**src/rtl/idma_burst_sched_if.sv**
```systemverilog
`default_nettype none
// ============================================================================
// Module  : idma_burst_sched_if
// Brief   : Command and burst handshake bundle for idma_burst_sched.
// Revision: 1.0
// ============================================================================
interface idma_burst_sched_if;
  logic [1:0]  cmd_valid;
  logic [1:0]  cmd_ready;
  logic [63:0] cmd_addr;
  logic [31:0] cmd_beats;
  logic        burst_avalid;
  logic [31:0] burst_addr;
  logic [3:0]  burst_len;
  logic        burst_ch;
  logic        burst_ok;
  logic        xdata_ok;
  logic [1:0]  done;

  modport master (
    output cmd_valid, cmd_addr, cmd_beats, burst_ok, xdata_ok,
    input  cmd_ready, burst_avalid, burst_addr, burst_len, burst_ch, done
  );

  modport slave (
    input  cmd_valid, cmd_addr, cmd_beats, burst_ok, xdata_ok,
    output cmd_ready, burst_avalid, burst_addr, burst_len, burst_ch, done
  );
endinterface
`default_nettype wire

```
**src/rtl/idma_burst_sched.sv**
```systemverilog
`default_nettype none
// ============================================================================
// Module  : idma_burst_sched
// Brief   : Two-channel DMA command splitter issuing round-robin AXI bursts.
// Revision: 1.0
// ============================================================================
module idma_burst_sched #(
  parameter int MAX_OST = 4
) (
  input  wire logic         aclk,
  input  wire logic         aresetn,
  idma_burst_sched_if.slave bus
);
  typedef enum logic [1:0] {
    ST_IDLE   = 2'd0,
    ST_ACTIVE = 2'd1,
    ST_DRAIN  = 2'd2
  } state_t;

  state_t      r_state [2];
  logic [31:0] r_addr  [2];
  logic [15:0] r_rem   [2];
  logic        r_rr_ptr;
  logic [3:0]  r_inflight;
  logic [2:0]  r_wr_ptr;
  logic [2:0]  r_rd_ptr;
  logic        r_fifo_ch   [8];
  logic        r_fifo_last [8];
  logic        r_avalid;
  logic [31:0] r_baddr;
  logic [3:0]  r_blen;
  logic        r_bch;
  logic [1:0]  r_done;

  logic [1:0]  w_active;
  logic        w_gnt;
  logic [15:0] w_rem;
  logic        w_last;
  logic [4:0]  w_beats;
  logic        w_load;
  logic        w_pop;
  logic        w_pop_ch;
  logic        w_pop_last;
  logic [2:0]  w_wr_nxt;
  logic [2:0]  w_rd_nxt;

  always_comb begin
    w_active   = {r_state[1] == ST_ACTIVE, r_state[0] == ST_ACTIVE};
    // r_rr_ptr names the channel holding priority for the next grant
    w_gnt      = w_active[r_rr_ptr] ? r_rr_ptr : ~r_rr_ptr;
    w_rem      = r_rem[w_gnt];
    w_last     = (w_rem <= 16'd16);
    w_beats    = w_last ? w_rem[4:0] : 5'd16;
    w_load     = (!r_avalid || bus.burst_ok) && (|w_active) &&
                 (r_inflight < 4'(MAX_OST));
    w_pop      = bus.xdata_ok && (r_inflight != 4'd0);
    w_pop_ch   = r_fifo_ch[r_rd_ptr];
    w_pop_last = r_fifo_last[r_rd_ptr];
    w_wr_nxt   = (r_wr_ptr == 3'(MAX_OST - 1)) ? 3'd0 : r_wr_ptr + 3'd1;
    w_rd_nxt   = (r_rd_ptr == 3'(MAX_OST - 1)) ? 3'd0 : r_rd_ptr + 3'd1;
  end

  // Ordering FIFO payload; occupancy is tracked by r_inflight
  always_ff @(posedge aclk) begin
    if (w_load) begin
      r_fifo_ch[r_wr_ptr]   <= w_gnt;
      r_fifo_last[r_wr_ptr] <= w_last;
    end
  end

  always_ff @(posedge aclk or negedge aresetn) begin
    if (!aresetn) begin
      for (int n = 0; n < 2; n++) begin
        r_state[n] <= ST_IDLE;
        r_addr[n]  <= '0;
        r_rem[n]   <= '0;
      end
      r_rr_ptr   <= 1'b0;
      r_inflight <= '0;
      r_wr_ptr   <= '0;
      r_rd_ptr   <= '0;
      r_avalid   <= 1'b0;
      r_baddr    <= '0;
      r_blen     <= '0;
      r_bch      <= 1'b0;
      r_done     <= '0;
    end else begin
      r_done <= 2'b00;
      for (int n = 0; n < 2; n++) begin
        case (r_state[n])
          ST_IDLE: begin
            if (bus.cmd_valid[n]) begin
              r_addr[n] <= bus.cmd_addr[32*n +: 32] & 32'hFFFF_FFE0;
              r_rem[n]  <= bus.cmd_beats[16*n +: 16];
              // Empty command: complete immediately, one DRAIN cycle follows
              if (bus.cmd_beats[16*n +: 16] == 16'd0) begin
                r_state[n] <= ST_DRAIN;
                r_done[n]  <= 1'b1;
              end else begin
                r_state[n] <= ST_ACTIVE;
              end
            end
          end
          ST_ACTIVE: begin
            if (w_load && (w_gnt == 1'(n))) begin
              r_addr[n] <= r_addr[n] + {22'd0, w_beats, 5'd0};
              r_rem[n]  <= r_rem[n] - {11'd0, w_beats};
              if (w_last) r_state[n] <= ST_DRAIN;
            end
          end
          ST_DRAIN: begin
            if (r_done[n]) begin
              r_state[n] <= ST_IDLE;
            end else if (w_pop && w_pop_last && (w_pop_ch == 1'(n))) begin
              r_state[n] <= ST_IDLE;
              r_done[n]  <= 1'b1;
            end
          end
          default: r_state[n] <= ST_IDLE;
        endcase
      end

      if (w_load) begin
        r_avalid <= 1'b1;
        r_baddr  <= r_addr[w_gnt];
        r_blen   <= 4'(w_beats - 5'd1);
        r_bch    <= w_gnt;
        r_rr_ptr <= ~w_gnt;
        r_wr_ptr <= w_wr_nxt;
      end else if (bus.burst_ok) begin
        r_avalid <= 1'b0;
      end

      if (w_pop) r_rd_ptr <= w_rd_nxt;
      if (w_load && !w_pop)      r_inflight <= r_inflight + 4'd1;
      else if (!w_load && w_pop) r_inflight <= r_inflight - 4'd1;
    end
  end

  assign bus.cmd_ready    = {r_state[1] == ST_IDLE, r_state[0] == ST_IDLE};
  assign bus.burst_avalid = r_avalid;
  assign bus.burst_addr   = r_baddr;
  assign bus.burst_len    = r_blen;
  assign bus.burst_ch     = r_bch;
  assign bus.done         = r_done;
endmodule
`default_nettype wire

```
**src/flat_wrapper.sv**
```systemverilog
// flat-port wrapper written by rule: the top's interface ports become plain ports
module idma_burst_sched_flat 
#(
  parameter int MAX_OST = 4
)
  (aclk, aresetn, bus_cmd_valid, bus_cmd_addr, bus_cmd_beats, bus_burst_ok, bus_xdata_ok, bus_cmd_ready, bus_burst_avalid, bus_burst_addr, bus_burst_len, bus_burst_ch, bus_done);
  idma_burst_sched_if bus_i ();
  input  wire logic aclk;
  input  wire logic aresetn;
  input wire logic [$bits(bus_i.cmd_valid)-1:0] bus_cmd_valid;
  input wire logic [$bits(bus_i.cmd_addr)-1:0] bus_cmd_addr;
  input wire logic [$bits(bus_i.cmd_beats)-1:0] bus_cmd_beats;
  input wire logic [$bits(bus_i.burst_ok)-1:0] bus_burst_ok;
  input wire logic [$bits(bus_i.xdata_ok)-1:0] bus_xdata_ok;
  output wire logic [$bits(bus_i.cmd_ready)-1:0] bus_cmd_ready;
  output wire logic [$bits(bus_i.burst_avalid)-1:0] bus_burst_avalid;
  output wire logic [$bits(bus_i.burst_addr)-1:0] bus_burst_addr;
  output wire logic [$bits(bus_i.burst_len)-1:0] bus_burst_len;
  output wire logic [$bits(bus_i.burst_ch)-1:0] bus_burst_ch;
  output wire logic [$bits(bus_i.done)-1:0] bus_done;
  assign bus_i.cmd_valid = bus_cmd_valid;
  assign bus_i.cmd_addr = bus_cmd_addr;
  assign bus_i.cmd_beats = bus_cmd_beats;
  assign bus_i.burst_ok = bus_burst_ok;
  assign bus_i.xdata_ok = bus_xdata_ok;
  assign bus_cmd_ready = bus_i.cmd_ready;
  assign bus_burst_avalid = bus_i.burst_avalid;
  assign bus_burst_addr = bus_i.burst_addr;
  assign bus_burst_len = bus_i.burst_len;
  assign bus_burst_ch = bus_i.burst_ch;
  assign bus_done = bus_i.done;
  idma_burst_sched #(.MAX_OST(MAX_OST)) u_core (.aclk(aclk), .aresetn(aresetn), .bus(bus_i));
endmodule
```
**config.mk**
```make
export PLATFORM = sky130hd
export DESIGN_NAME = idma_burst_sched_flat
export DESIGN_NICKNAME = d
export VERILOG_FILES = /design/src/rtl/idma_burst_sched_if.sv /design/src/rtl/idma_burst_sched.sv /design/src/flat_wrapper.sv
export SDC_FILE = /design/constraint.sdc
export NUM_CORES = 1
export LEC_CHECK = 0
export CAP_MARGIN = 20
export CORE_MARGIN = 2
export CORE_UTILIZATION = 61
export CTS_BUF_LIST = sky130_fd_sc_hd__clkbuf_8
export DETAILED_ROUTE_END_ITERATION = 8
export PLACE_DENSITY = 0.95
export SETUP_SLACK_MARGIN = 0.5
export SLEW_MARGIN = 20
export SYNTH_ARGS = -nofsm -noshare
export SYNTH_HDL_FRONTEND = slang
export SYNTH_SLANG_ARGS = --single-unit
```
**constraint.sdc**
```tcl
create_clock -name aclk -period 6.9 [get_ports aclk]
set_input_delay 1.38 -clock aclk [delete_from_list [all_inputs] [get_ports aclk]]
set_output_delay 1.38 -clock aclk [all_outputs]
set_load 0.01 [all_outputs]
```
Word level (Yosys, flattened, before mapping). Memories as Yosys holds them, arrays and structs flattened. Cells that the tools add are included.

Flip-flop bits (word level): 151. Memory bits (writable): 16. Input port bits: 102. Output and inout port bits: 42. Word-level logic and storage cells: 129. Memories: 2.

Add/sub/neg operators: 9. $lt $le $gt $ge: 4. Eq/ne operators: 14. Muxes and demuxes: 53. Bitwise logic cells: 4. Reduce and logical (&&, ||, !) cells: 28.

Memory list: u_core.r_fifo_ch (depth 8, bits a word 1, rd ports 1, clocked after Yosys merged registers in 0, write ports 1, line idma_burst_sched.sv:27) `logic r_fifo_ch [8];`; u_core.r_fifo_last (depth 8, bits a word 1, rd ports 1, clocked after Yosys merged registers in 0, write ports 1, line idma_burst_sched.sv:28) `logic r_fifo_last [8];`.

Operator list (number): two-way mux 32 bit (7); one-hot mux 32 bit (2 select lines) (2); two-way mux 16 bit (7); adder 32 x 10 -> 32 bit (2); one-hot mux 16 bit (2 select lines) (2); logical NOT 16 bit (2); subtractor 16 x 5 -> 16 bit (2); two-way mux 2 bit (11); <= comparator 16 x 5 -> 1 bit (second input constant) (1); two-way mux 1 bit (15); inequality test 2 bit (second input constant) (6); one-hot mux 2 bit (3 select lines) (2); logical AND 1 bit (10); two-way mux 4 bit (2); AND reduction 4 bit (2); nonzero test 2 bit (4); subtractor 4 x 1 -> 4 bit (second input constant) (2); adder 3 x 1 -> 3 bit (second input constant) (2); equality test 3 x 2 -> 1 bit (second input constant) (2); two-way mux 3 bit (2); inequality test 3 x 1 -> 1 bit (second input constant) (2); AND reduction 3 bit (2); two-way mux 5 bit (1); adder 4 x 1 -> 4 bit (second input constant) (1); other kinds (13) (21).

Longest topological paths before layout.
Depth after elaboration: 13. Depth in mapped cells: 16. Depth with buffers taken out: 14.

Worst setup path before layout. Ideal clock, no wire load.

Path kind: register to register. Start point: register u_core.r_state[3] in the netlist's numbering. End point: register u_core.r_rem[26] in the netlist's numbering. Setup time: 129 ps. Arrival: 3665 ps. Data required time: 6771 ps. Setup slack: 3106 ps. Cell stages (with the launch flop): 16. Buffers on the path: 1. Period minus slack after synthesis: 3794 ps. Path through: dfrtp_1 buf_2 nor3b_2 a21oi_2 or4_4 and2_4 nor2_1 ha_1 inv_1 fa_1 a211oi_1 nor2_1 or4_1 o31a_1 o21ai_0 o21ai_0.

Cells in the longest elaborated chain, start to end: 13. Elaborated cells on any way between the ends: 23. Classes of those cells: add/sub: 1; order compare: 1; eq/ne: 3; mux: 9; bitwise: 2; reduce/logical: 7.

RTL lines: start, declared (line idma_burst_sched.sv:20) `state_t r_state [2];`; start signal, assigned by index (line idma_burst_sched.sv:74) `r_state[n] <= ST_IDLE;`; start signal, assigned by index (line idma_burst_sched.sv:97) `r_state[n] <= ST_DRAIN;`; start signal, assigned by index (line idma_burst_sched.sv:100) `r_state[n] <= ST_ACTIVE;`; equality test 2 x 1 -> 1 bit (line idma_burst_sched.sv:48, idma_burst_sched.sv:90); two-way mux 1 bit (not written as such) (2 in series) (line idma_burst_sched.sv:50) `w_gnt = w_active[r_rr_ptr] ? r_rr_ptr : ~r_rr_ptr;`; two-way mux 1 bit (line idma_burst_sched.sv:50); NOT 1 -> 2 bit (not written as such) (line idma_burst_sched.sv:51) `w_rem = r_rem[w_gnt];`; two-way mux 16 bit (not written as such) (3 in series) (line idma_burst_sched.sv:51); <= comparator 16 x 5 -> 1 bit (line idma_burst_sched.sv:52) `w_last = (w_rem <= 16'd16);`; two-way mux 5 bit (line idma_burst_sched.sv:53) `w_beats = w_last ? w_rem[4:0] : 5'd16;`; subtractor 16 x 5 -> 16 bit (line idma_burst_sched.sv:107) `r_rem[n] <= r_rem[n] - {11'd0, w_beats};`; two-way mux 16 bit (line idma_burst_sched.sv:105) `if (w_load && (w_gnt == 1'(n))) begin`; one-hot mux 16 bit (2 select lines) (line idma_burst_sched.sv:90) `case (r_state[n])`; end signal, assigned by index (line idma_burst_sched.sv:94) `r_rem[n] <= bus.cmd_beats[16*n +: 16];`; end signal, assigned by index (line idma_burst_sched.sv:107); end, declared (line idma_burst_sched.sv:22) `logic [15:0] r_rem [2];`.

Parallel ways exist; a longest one is shown, timed or not. The select of a mux whose other input is x is not followed. A chain may end at the register's enable or synchronous reset.

Worst setup path after layout.
Start point: register u_core.r_state[0] in the netlist's numbering. End point: register u_core.r_addr[17] in the netlist's numbering.

Cells in the longest elaborated chain, start to end: 13. Elaborated cells on any way between the ends: 22. Classes of those cells: add/sub: 1; order compare: 1; eq/ne: 3; mux: 9; bitwise: 1; reduce/logical: 7.

RTL lines: equality test 2 x 1 -> 1 bit (line idma_burst_sched.sv:48, idma_burst_sched.sv:90); two-way mux 1 bit (not written as such) (2 in series) (line idma_burst_sched.sv:50); two-way mux 1 bit (line idma_burst_sched.sv:50); NOT 1 -> 2 bit (not written as such) (line idma_burst_sched.sv:51); two-way mux 16 bit (not written as such) (3 in series) (line idma_burst_sched.sv:51); <= comparator 16 x 5 -> 1 bit (line idma_burst_sched.sv:52); two-way mux 5 bit (line idma_burst_sched.sv:53); adder 32 x 10 -> 32 bit (line idma_burst_sched.sv:106) `r_addr[n] <= r_addr[n] + {22'd0, w_beats, 5'd0};`; two-way mux 32 bit (line idma_burst_sched.sv:105); one-hot mux 32 bit (2 select lines) (line idma_burst_sched.sv:90); end signal, assigned by index (line idma_burst_sched.sv:93) `r_addr[n] <= bus.cmd_addr[32*n +: 32] & 32'hFFFF_FFE0;`; end signal, assigned by index (line idma_burst_sched.sv:106); end, declared (line idma_burst_sched.sv:21) `logic [31:0] r_addr [2];`.

Parallel ways exist; a longest one is shown, timed or not. The select of a mux whose other input is x is not followed.

==> out/metrics.sh <==
SYNTH-COMPOUND-AREA-SHARE_PCT=23.34
FINAL_LAYOUT_SIZE_SUFFIX_GT1_SHARE_PCT=6.897
SYNTHARSTFLOPSHARE_PCT=89.47
SYNTH.TOP_CELL.AREA_SHARE_PCT=37.16
FINALHOLDVIOLCOUNT=0
FINALCLOCKSKEW_NS=0.01130
SYNTH_FLOP_CELL='dfrtp_1'
HOLD-WORST-SLACK_NS=0.4727
VIAS=8892
WORST_SKEW_PAIR.LATE_LATENCY_NS=0.47
CRIT_PATH_CELL_TRACE='nand2b_1 > buf_4 > a21oi_4 > nand4_1 > and2_4 > nor2_1 > ha_1 > inv_1 > fa_1 > nor2b_1 > o31a_1 > o21ai_1 > nor2_1 > mux2i_1 > a21oi_1'
CORE_FOOTPRINT_UM2=14590
WORST_SETUP_PATH_END_KIND='flip-flop'
DR.FIRST_ITER.DRC_COUNT=1228
CRITICAL_PATH_CLASS='reg2reg'
FINAL.PERIOD_UTILIZATION_PCT=79.90
CTS_SETUP_BUFFERS=0
DIE_WIDTH_UM=126.5
CPLARGESTDELAYFAMILY='simple AND/OR/NAND/NOR gates'
CTSROOTBUFFERMASTER='clkbuf_8'
ANTENNA_FOUND_INITIAL=0
DIE_AREA_UM2=16010
SYNTHESIS.AREA_UM2=9158
FINAL_ROUTED_WIRELENGTH_UM=26520
CAP_VIOLATIONS=0
CTS_HOLD_BUF=0
AREA_GROWTH_SYN_TO_LAYOUT_PCT=18.69
CLOCK_TREE.HTREE_LEVEL_COUNT=4
DIE_HEIGHT_UM=126.5
YOSYS-TOP-CELLS-COUNT='136 x dfrtp_1, 104 x nor2_1, 103 x nand2_1'
RELSLEWSLACK_PCT=25.86
CTS_TREE='built'
ACHIEVABLE-FREQUENCY_MHz=181.4
DRT-VIAS-PER-INSTANCE=6.762
FINALSETUPTNS_NS=0
SYNTH_AREA_PER_CELL_UM2=8.934
CRITICAL_PATH_ARRIVAL_NS=5.82
FINAL_ANTENNA_NET_COUNT=0
POSTPLACECELLAREA_UM2=10470
SYNTHSIMPLEGATEAREAFRAC_PCT=18.01
CLASS_OF_THE_WORST_HOLD_PATH='reg2reg'
GPL.FINAL_WEIGHTED_CONGESTION=0.8984
POST_SYNTH_NUM_CELL_TYPES=83
SYNTH_TOP_CELL_BY_AREA='dfrtp_1'
CTS_REPAIR_RESIZE_COUNT=0
GR-USAGE-ALL-LAYERS_PCT=33.33
CTS-BUFFERS-INSERTED=17
REGISTER_BIT_COUNT_REPORTED_BY_YOSYS=152
GRT_FIRST_PASS_WIRELENGTH_UM=42590
CLK_PIN_SLEW_NS=0.09
YS_WARN_COUNT=0
POWER.LEAKAGE_nW=4.387
ACTUAL_TRANSITION_AT_THE_WORST_MAX_TRANSITION_PIN_NS=1.112
SYNTH_SEQUENTIAL_AREA_RATIO_PCT=42.41
PIN_COUNT_OF_THE_BIGGEST_NET_ENTERING_GLOBAL_ROUTING=72
OUTCOME='complete, no violations'
NETS=1251
MAX-CLOCK-PATH-BUFFERS=2
FINALINSTANCEAREA_UM2=10870
CRITPATHBUFINV=2
SYNTHXORXNORAREAFRAC_PCT=1.052
CELLPOWERDENSITY_nW_PER_UM2=357.1
SYNTH_EDF_COUNT=16
LARGEST_FAMILY_OF_LOGIC_CELLS_BY_SYNTHESIZED_AREA='compound AO/OA/AOI/OAI gates'
FINAL-MAX-SLEW-VIOLATION-COUNT=0
SYN-INSTANCE-COUNT=1025
STD_CELL_ROWS=44
SLOWEST_STAGE_CELL_CP='dfrtp_1'
WORSTPATHMAXFANOUT=33
FINAL_CELL_COUNT_NO_FILL=1315
GRT_PASS1_VIAS=8479
POST_SYNTH_FA_HA_MAJ_AREA_FRACTION_PCT=4.645
CTS.SINKS=152
GRT_SETUP_UNREPAIRED='no'
SYNTHTOPCELLSBYAREA='dfrtp_1 37%, a21oi_1 5.4%, edfxtp_1 5.2%'
NUM_ANTENNA_CELLS=0
GRT_OVERFLOW_TOTAL=0
FLOORPLAN.IO_PINS=144
SYNTHMUXAREASHARE_PCT=5.943
TIMING.CRITICAL_PATH.MODE_CELL='nor2_1'
ROUTE.DETAILED.WL_PER_INST_UM=20.16
WORSTPATHREQUIRED_NS=7.21
HPWL_UM=18190
FINALWORSTPATHREQUIREDPERIOD_NS=5.513
FINALSETUPVIOLCOUNT=0
PLACED_CELLS_INCL_TAPS=1283
SYNTHMOSTINSTANTIATEDCELL='dfrtp_1'
WORSTSETUPSTARTPOINTTYPE='flip-flop'
TIMING.CRITICAL_PATH.SLOWEST_CELL_DELAY_NS=1.09
INITIAL_UTILIZATION_PCT=62.77
DRCVIOLATIONCOUNT=0
FF2FF_SETUP_SLACK_NS=1.39
LARGEST_VDD_SUPPLY_DROP_mV=0.2321
PORT_BUFFERS=128
DETAILEDROUTE.FIRSTPASSITERATIONCOUNT=6
## flip-flops by register name, indices dropped and copies added, names as in the netlist
signal	count
u_core.r_addr	54
u_core.r_rem	32
u_core.bus.burst_addr	27
u_core.r_fifo_ch	8
u_core.r_fifo_last	8
u_core.bus.burst_len	4
u_core.r_inflight	4
u_core.r_state	4
u_core.r_rd_ptr	3
u_core.r_wr_ptr	3
u_core.bus.done	2
u_core.bus.burst_avalid	1
u_core.bus.burst_ch	1
u_core.r_rr_ptr	1
## final timing paths
check	from	end	cells after the start
max	u_core.r_state[0]	u_core.r_addr[17]	15
min reg2reg	u_core.r_inflight[3]	u_core.r_inflight[3]	1
min in group asynchronous	aresetn	u_core.r_addr[53]	1
max in group asynchronous	aresetn	u_core.r_rem[14]	2
max reg2reg	u_core.r_state[0]	u_core.r_addr[17]	15
min	u_core.r_inflight[3]	u_core.r_inflight[3]	1
## cells in the final DEF (no fill, tap or decap), types with 14 or more instances in the layout
cell             instances
ha_1                    26
inv_1                   32
nor4_1                  14
o21ai_0                 78
nor2_1                 103
nand3_1                 19
a21oi_1                 98
nand2_1                103
nor3_1                  36
o22ai_1                 28
edfxtp_1                16
clkdlybuf4s50_1        127
mux2i_1                 42
dfrtp_1                136
clkbuf_8                20
## report_power, final
part	leakage, nW	total (mW)	switching, mW	internal [mW]
combinational	2.42	1.69	0.958	0.728
clock	0.201	0.704	0.356	0.348
sequential	1.76	1.49	0.305	1.19
total	4.39	3.88	1.62	2.26
## cell families (layout without fill, tap and decap cells)
kind of cell	after synthesis	in the layout
compound gates	334	334
fa+ha+maj	31	31
other cells	1	5
buf+inv	100	202
simple gates	347	347
xor+xnor	11	11
flops	152	152
mux	49	49
## metal layers
| metal | wire length (um) | vias to the layer above | track usage [%] |
|---|---|---|---|
| met5 | 0 | - | 0 |
| met4 | 1372 | 0 | 17.19 |
| met3 | 2709 | 135 | 7.128 |
| met2 | 12660 | 642 | 53.16 |
| met1 | 9775 | 4161 | 43.12 |
| li1 | - | 3954 | - |
## worst reg2reg max path, delay by kind of cell, from the launching register on
family	cells	cell delay (ns)
and+or+nand+nor	6	1.78
AOI/OAI and AO/OA	4	1.15
DFF	1	1.09
adders and majority gates	2	0.68
buffers and inverters	2	0.41
muxes	1	0.24
## per-stage QoR
| stage | total power [mW] | setup WS, ns | utilization [%] |
|---|---|---|---|
| final | 3.881 | 1.387 | 74.50 |
| after global routing | 4.123 | 1.062 | 74.50 |
| after CTS | 3.836 | 1.634 | 74.50 |
| after detailed placement | 3.124 | 1.732 | 71.78 |
| after global placement | 3.035 | 1.884 | 71.78 |
| after floorplan | 2.572 | 3.106 | - |
## layout make-up
| cell class | instances | area, um2 |
|---|---|---|
| multi-input combinational | 777 | 4883 |
| sequential | 152 | 3884 |
| fill | 959 | 3720 |
| timing repair buffer | 137 | 1350 |
| clock buffer | 20 | 275.3 |
| tap | 184 | 230.2 |
| inverter | 33 | 123.9 |
| clock inverter | 12 | 122.6 |
Power figures use the tool's default switching activity.
